File: config.mk
export PLATFORM = sky130hd
export DESIGN_NAME = uart_tx_arb
export DESIGN_NICKNAME = d
export VERILOG_FILES = /design/src/rtl/uart_pkg.sv /design/src/rtl/uart_rr_arb.sv /design/src/rtl/uart_tx_arb_sva.sv /design/src/rtl/uart_tx_arb.sv
export SDC_FILE = /design/constraint.sdc
export NUM_CORES = 1
export LEC_CHECK = 0
export BUFFER_PORTS_ARGS = -buffer_cell sky130_fd_sc_hd__buf_2
export CORE_ASPECT_RATIO = 1.75
export CORE_MARGIN = 3
export CORE_UTILIZATION = 46
export CTS_CLUSTER_SIZE = 40
export DETAILED_ROUTE_END_ITERATION = 8
export PLACE_DENSITY = 0.83
export SYNTH_ARGS = -nofsm -noshare
export SYNTH_HDL_FRONTEND = slang
export SYNTH_SLANG_ARGS = --single-unit
export TNS_END_PERCENT = 10
File: constraint.sdc
create_clock -name clk -period 4.2 [get_ports clk]
set_clock_uncertainty 0.1 [all_clocks]
set_input_delay 0 -clock clk [delete_from_list [all_inputs] [get_ports clk]]
set_output_delay 0 -clock clk [all_outputs]
set_load 0.02 [all_outputs]
File: src/rtl/uart_pkg.sv
// Shared types and constants for the UART transmit arbiter.
// Divider values assume a 50 MHz system clock.
package uart_pkg;

   typedef enum logic {
      IDLE = 1'b0,
      REQ  = 1'b1
   } uart_arb_state_t;

   localparam logic [15:0] COMP_9600   = 16'd5208;
   localparam logic [15:0] COMP_19200  = 16'd2604;
   localparam logic [15:0] COMP_38400  = 16'd1302;
   localparam logic [15:0] COMP_57600  = 16'd868;
   localparam logic [15:0] COMP_115200 = 16'd434;

   localparam logic [1:0] STOP_1   = 2'd0;
   localparam logic [1:0] STOP_1P5 = 2'd1;
   localparam logic [1:0] STOP_2   = 2'd2;

endpackage

File: src/rtl/uart_rr_arb.sv
// Combinational round-robin pick: first set request at or above ptr, wrapping.
module uart_rr_arb #(
   parameter int unsigned N_REQ = 4,
   parameter int unsigned IW    = $clog2(N_REQ)
) (
   input  logic [N_REQ-1:0] req,
   input  logic [IW-1:0]    ptr,
   output logic [N_REQ-1:0] gnt,
   output logic [IW-1:0]    gnt_idx,
   output logic             any_req
);

   logic              found;
   int unsigned       idx;
   logic [IW-1:0]     sel;

   always_comb begin
      gnt     = '0;
      gnt_idx = '0;
      found   = 1'b0;
      idx     = 0;
      sel     = '0;
      for (int unsigned i = 0; i < N_REQ; i++) begin
         idx = (32'(ptr) + i) % N_REQ;
         sel = IW'(idx);
         if (!found && req[sel]) begin
            found        = 1'b1;
            gnt[sel]     = 1'b1;
            gnt_idx      = sel;
         end
      end
   end

   assign any_req = |req;

endmodule

File: src/rtl/uart_tx_arb_sva.sv
// Protocol checks for uart_tx_arb, instantiated inside the top level.
module uart_tx_arb_sva #(
   parameter int unsigned N_REQ = 4
) (
   input logic             clk,
   input logic             reset,
   input logic [N_REQ-1:0] s_ready,
   input logic             busy,
   input logic             tx_req,
   input logic             frame_done
);

   a_ready_onehot : assert property (@(posedge clk) disable iff (reset) $onehot0(s_ready));
   a_ready_idle   : assert property (@(posedge clk) disable iff (reset) (|s_ready) |-> !busy);
   a_req_is_busy  : assert property (@(posedge clk) disable iff (reset) tx_req == busy);
   a_done_no_req  : assert property (@(posedge clk) disable iff (reset) frame_done |-> !tx_req);
   a_grant_to_req : assert property (@(posedge clk) disable iff (reset) (|s_ready) |=> tx_req);

endmodule

File: src/rtl/uart_tx_arb.sv
// Round-robin sequencer sharing one uart_transmitter among N_REQ byte sources;
// line configuration is latched only while idle so it never changes mid-frame.
module uart_tx_arb
   import uart_pkg::*;
#(
   parameter int unsigned N_REQ = 4,
   parameter int unsigned DW    = 8
) (
   input  logic                      clk,
   input  logic                      reset,
   input  logic                      cfg_en,
   input  logic [15:0]               cfg_comp,
   input  logic [1:0]                cfg_stop_sel,
   input  logic [N_REQ-1:0]          s_valid,
   input  logic [N_REQ*DW-1:0]       s_data,
   output logic [N_REQ-1:0]          s_ready,
   output logic                      tx_req,
   output logic [DW-1:0]             tx_data,
   input  logic                      tx_req_ack,
   output logic [15:0]               comp,
   output logic [1:0]                stop_sel,
   output logic                      tr_en,
   output logic [$clog2(N_REQ)-1:0]  tx_src,
   output logic                      busy,
   output logic                      frame_done,
   output logic                      err_spur_ack
);

   localparam int unsigned IW = $clog2(N_REQ);

   uart_arb_state_t state_q, state_d;
   logic [IW-1:0]   ptr_q, ptr_d;
   logic            tx_req_q, tx_req_d;
   logic [DW-1:0]   tx_data_q, tx_data_d;
   logic [IW-1:0]   tx_src_q, tx_src_d;
   logic [15:0]     comp_q, comp_d;
   logic [1:0]      stop_sel_q, stop_sel_d;
   logic            tr_en_q, tr_en_d;
   logic            frame_done_q, frame_done_d;
   logic            err_q, err_d;

   logic [N_REQ-1:0] gnt;
   logic [IW-1:0]    gnt_idx;
   logic             any_req;
   logic             grant;
   logic [DW-1:0]    sel_data;

   uart_rr_arb #(
      .N_REQ (N_REQ),
      .IW    (IW)
   ) u_rr_arb (
      .req     (s_valid),
      .ptr     (ptr_q),
      .gnt     (gnt),
      .gnt_idx (gnt_idx),
      .any_req (any_req)
   );

   // Reset gates the strobe so no source is released into a cleared register.
   assign grant   = (state_q == IDLE) && !reset && cfg_en && any_req;
   assign s_ready = grant ? gnt : '0;

   always_comb begin
      sel_data = '0;
      for (int unsigned i = 0; i < N_REQ; i++) begin
         if (gnt[i]) begin
            sel_data = s_data[i*DW +: DW];
         end
      end
   end

   always_comb begin
      state_d      = state_q;
      ptr_d        = ptr_q;
      tx_req_d     = tx_req_q;
      tx_data_d    = tx_data_q;
      tx_src_d     = tx_src_q;
      comp_d       = comp_q;
      stop_sel_d   = stop_sel_q;
      tr_en_d      = tr_en_q;
      frame_done_d = 1'b0;
      err_d        = err_q;
      case (state_q)
         IDLE: begin
            comp_d     = cfg_comp;
            stop_sel_d = cfg_stop_sel;
            tr_en_d    = cfg_en;
            if (tx_req_ack) begin
               err_d = 1'b1;
            end
            if (grant) begin
               tx_data_d = sel_data;
               tx_src_d  = gnt_idx;
               tx_req_d  = 1'b1;
               state_d   = REQ;
               if (gnt_idx == IW'(N_REQ - 1)) begin
                  ptr_d = '0;
               end else begin
                  ptr_d = gnt_idx + 1'b1;
               end
            end
         end
         REQ: begin
            if (tx_req_ack) begin
               tx_req_d     = 1'b0;
               frame_done_d = 1'b1;
               state_d      = IDLE;
            end
         end
         default: state_d = IDLE;
      endcase
   end

   always_ff @(posedge clk) begin
      if (reset) begin
         state_q      <= IDLE;
         ptr_q        <= '0;
         tx_req_q     <= 1'b0;
         tx_data_q    <= '0;
         tx_src_q     <= '0;
         comp_q       <= '0;
         stop_sel_q   <= '0;
         tr_en_q      <= 1'b0;
         frame_done_q <= 1'b0;
         err_q        <= 1'b0;
      end else begin
         state_q      <= state_d;
         ptr_q        <= ptr_d;
         tx_req_q     <= tx_req_d;
         tx_data_q    <= tx_data_d;
         tx_src_q     <= tx_src_d;
         comp_q       <= comp_d;
         stop_sel_q   <= stop_sel_d;
         tr_en_q      <= tr_en_d;
         frame_done_q <= frame_done_d;
         err_q        <= err_d;
      end
   end

   assign tx_req       = tx_req_q;
   assign tx_data      = tx_data_q;
   assign tx_src       = tx_src_q;
   assign comp         = comp_q;
   assign stop_sel     = stop_sel_q;
   assign tr_en        = tr_en_q;
   assign busy         = (state_q == REQ);
   assign frame_done   = frame_done_q;
   assign err_spur_ack = err_q;

   uart_tx_arb_sva #(
      .N_REQ (N_REQ)
   ) u_sva (
      .clk        (clk),
      .reset      (reset),
      .s_ready    (s_ready),
      .busy       (busy),
      .tx_req     (tx_req),
      .frame_done (frame_done)
   );

endmodule

==> results.md <==
* Status: complete, no violations
* Maxcap violations at 0
* Die span in x at 55.8 um
* Synth Instances at 215
* CP startpoint: ptr_q[1]
* Sw frac at 35.0%
* Hold Path Depth at 2
* R2R Path Start: ptr_q[1]
* Worst-path clk slew at 80 ps
* Avg Cell Area, Syn at 9.28 um2
* RePlAce Congestion at 0.875
* Worst endpoint data arrival time at 3910 ps
* Clock power share at 25.0%
* Post-synth EDFFs at 0
* Initial Util at 48.1%
* Util after Layout at 71.0%
* DIE HEIGHT at 93.1 um
* CTS root buf: clkbuf_8
* Post-Place Cells at 351
* Setup slack at placement at 846 ps
* Fraction of layout cells with a size suffix above 1 at 35.0%
* Max Root-Sink Buffers at 2
* Clock Latency Late Sink at 290 ps
* Crit start category: flop
* GRT overflow at 0
* Crit share post-route at 91.3%
* Final setup viols at 0
* Pre-antenna DRT Iters at 4
* Final ANT Viol Nets at 0
* Peak supply drop at 0.000338 V
* Row cnt at 31
* Port bufs at 94
* Area added between synthesis and finish at 47.6%
* Slew @ Worst Pin at 540 ps
* Crit path time final at 3830 ps
* Layout filler cell count at 331
* Tot GR Track Use at 25.0%
* Number of global-route vias before repair at 2235
* Fmax at 261 MHz
* Most frequent cells in the layout: buf_2, dlygate4sd3_1, dfxtp_1
* Vias at 2215
* Final instance area at 0.00295 mm2
* Crit path max fanout at 12
* Critical path type: reg2reg
* Crit. End Element: flop
* Overall routed net length at 6500 um
* R2R depth at 9
* Synth Register Bits at 35
* Cell area after placement at 0.00249 mm2
* RSZ-0062 raised after global routing: false
* Synthesized net count at 280
* Mapped Area at 0.00200 mm2
* H-tree lvl count at 2
* Pleak at 1.36 nW
* P_int at 642 uW
* Total die area at 0.00520 mm2
* Relative slew margins at 63.9%
* Async SR Flop Fraction at 0%
* CTS tree: done
* Count of different cell masters after synthesis at 44
* Primary FF master, synth: dfxtp_1
* DRC errors left at 0
* Vias per cell at 5.59
* Setup_tns at 0 ps
* Syn. warnings at 0
* Power per Cell Area at 336 mW/mm2
* Inserted Clock Buffers at 5
* Top Ports at 95
* Dpl hpwl at 4240 um
* Finished Layout Cells at 396
* Hold Worst Slack at 74.0 ps
* First-pass GRT wire length at 10400 um
* Worst EP required at 4280 ps
* Most common cell after layout, fill and taps aside: buf_2
* Largest net degree at the start of global routing at 31
* Hold Path Origin: reset
* P_sw at 346 uW
* CTS Sinks at 35
* Final WS setup at 366 ps
* Combinational share of power at 35.8%
* Worst min path class: in2reg
* Final net count at 410
* Seq pwr share at 39.2%
* Pins Over Slew Limit at 0
* Final Hold Vio Count at 0
* Post-CTS setup buffers at 0
* Seq/Total Area, Yosys at 35.1%
* Total power at 988 uW
* Mean routed wirelength per cell at 16.4 um
* Antenna violations before repair at 0
* DR iter-0 viols at 76
* Placeable Area at 0.00415 mm2
-- per-layer routing --
metal | up-vias | wire (um) | track usage [%]
met3 | 22 | 341 | 4.83
met1 | 1046 | 2330 | 25.2
li1 | 1067 | - | -
met4 | 0 | 188 | 11.4
met2 | 80 | 3640 | 48.1
met5 | - | 0 | 0
-- critical path: stages, from the launching register on --
cell,delay [ps]
dfxtp_1,590
inv_1,210
ha_1,410
or3b_2,510
a2111oi_4,470
o21ai_2,200
and4_4,260
a311oi_1,330
o21ai_1,80
dlygate4sd3_1,550
-- cell type report --
class                           instances  area, um2  share of cell area, %
Tap cell                               49       61.3                   2.08
Clock buffer                            5       68.8                   2.34
Timing Repair Buffer                  133        853                   29.0
Sequential cell                        35        702                   23.8
Antenna cell                            1       2.50                 0.0850
Clock inverter                          3       20.0                  0.680
Multi-Input combinational cell        159       1200                   40.6
Inverter                               11       41.3                   1.40
-- logic make-up (layout without fill, tap and decap cells) --
logic type	after synthesis	in the layout	synth area share [%]
buffers and inverters	21	152	4.95
xor gates and xnor gates	3	3	1.32
muxes	25	25	14.9
DFF	35	35	35.1
AOI/OAI and AO/OA	66	66	24.6
adders and majority gates	7	7	4.39
and+or+nand+nor	58	58	14.7
other	0	1	0
-- sequential cells by signal, summed over array words and instances, names as in the netlist, named ones only --
signal / count
err_spur_ack: 1
tx_data: 8
comp: 16
busy: 1
tx_req: 1
tr_en: 1
ptr_q: 1
stop_sel: 2
frame_done: 1
tx_src: 2
-- what timing repair did --
action,4_1_cts,5_1_grt
hold endpoints to repair,31,0
hold buffers,36,0
endpoints found under the setup margin,0,7
resized for setup,0,1
-- power by group through the flow --
stage          Combinational [mW]  Clock (mW)  Sequential, mW
5_1_grt                     0.384       0.262           0.391
2_1_floorplan               0.183           0           0.425
4_1_cts                     0.348       0.250           0.385
3_3_place_gp                0.302           0           0.391
6_report                    0.354       0.247           0.387
3_5_place_dp                0.309           0           0.393
-- synth_stat cells (all sizes together), types with 2 or more instances --
cell / instances / share of area, %
dfxtp: 35 / 35
nor2: 27 / 5.1
mux2i: 20 / 10
o21ai: 20 / 5.2
nand2: 13 / 2.6
inv: 11 / 2.1
a22oi: 8 / 3.0
a311oi: 8 / 3.5
a41oi: 8 / 3.5
buf: 8 / 2.5
a21oi: 7 / 1.9
ha: 7 / 4.4
a211oi: 5 / 1.9
nand3b: 5 / 2.5
a211o: 3 / 1.4
and2: 3 / 0.94
mux4: 3 / 3.8
xnor2: 3 / 1.3
a221o: 2 / 1.0
clkbuf: 2 / 0.38
mux2: 2 / 1.1
nor3: 2 / 0.50
or3b: 2 / 0.88
-- final timing paths --
path                                     to  slack (ps)
worst min register to register    tx_src[0]         390
worst min-delay path            stop_sel[1]          70
worst max-delay path             tx_data[6]         370
worst max register to register   tx_data[6]         370
Power figures use the tool's default switching activity.
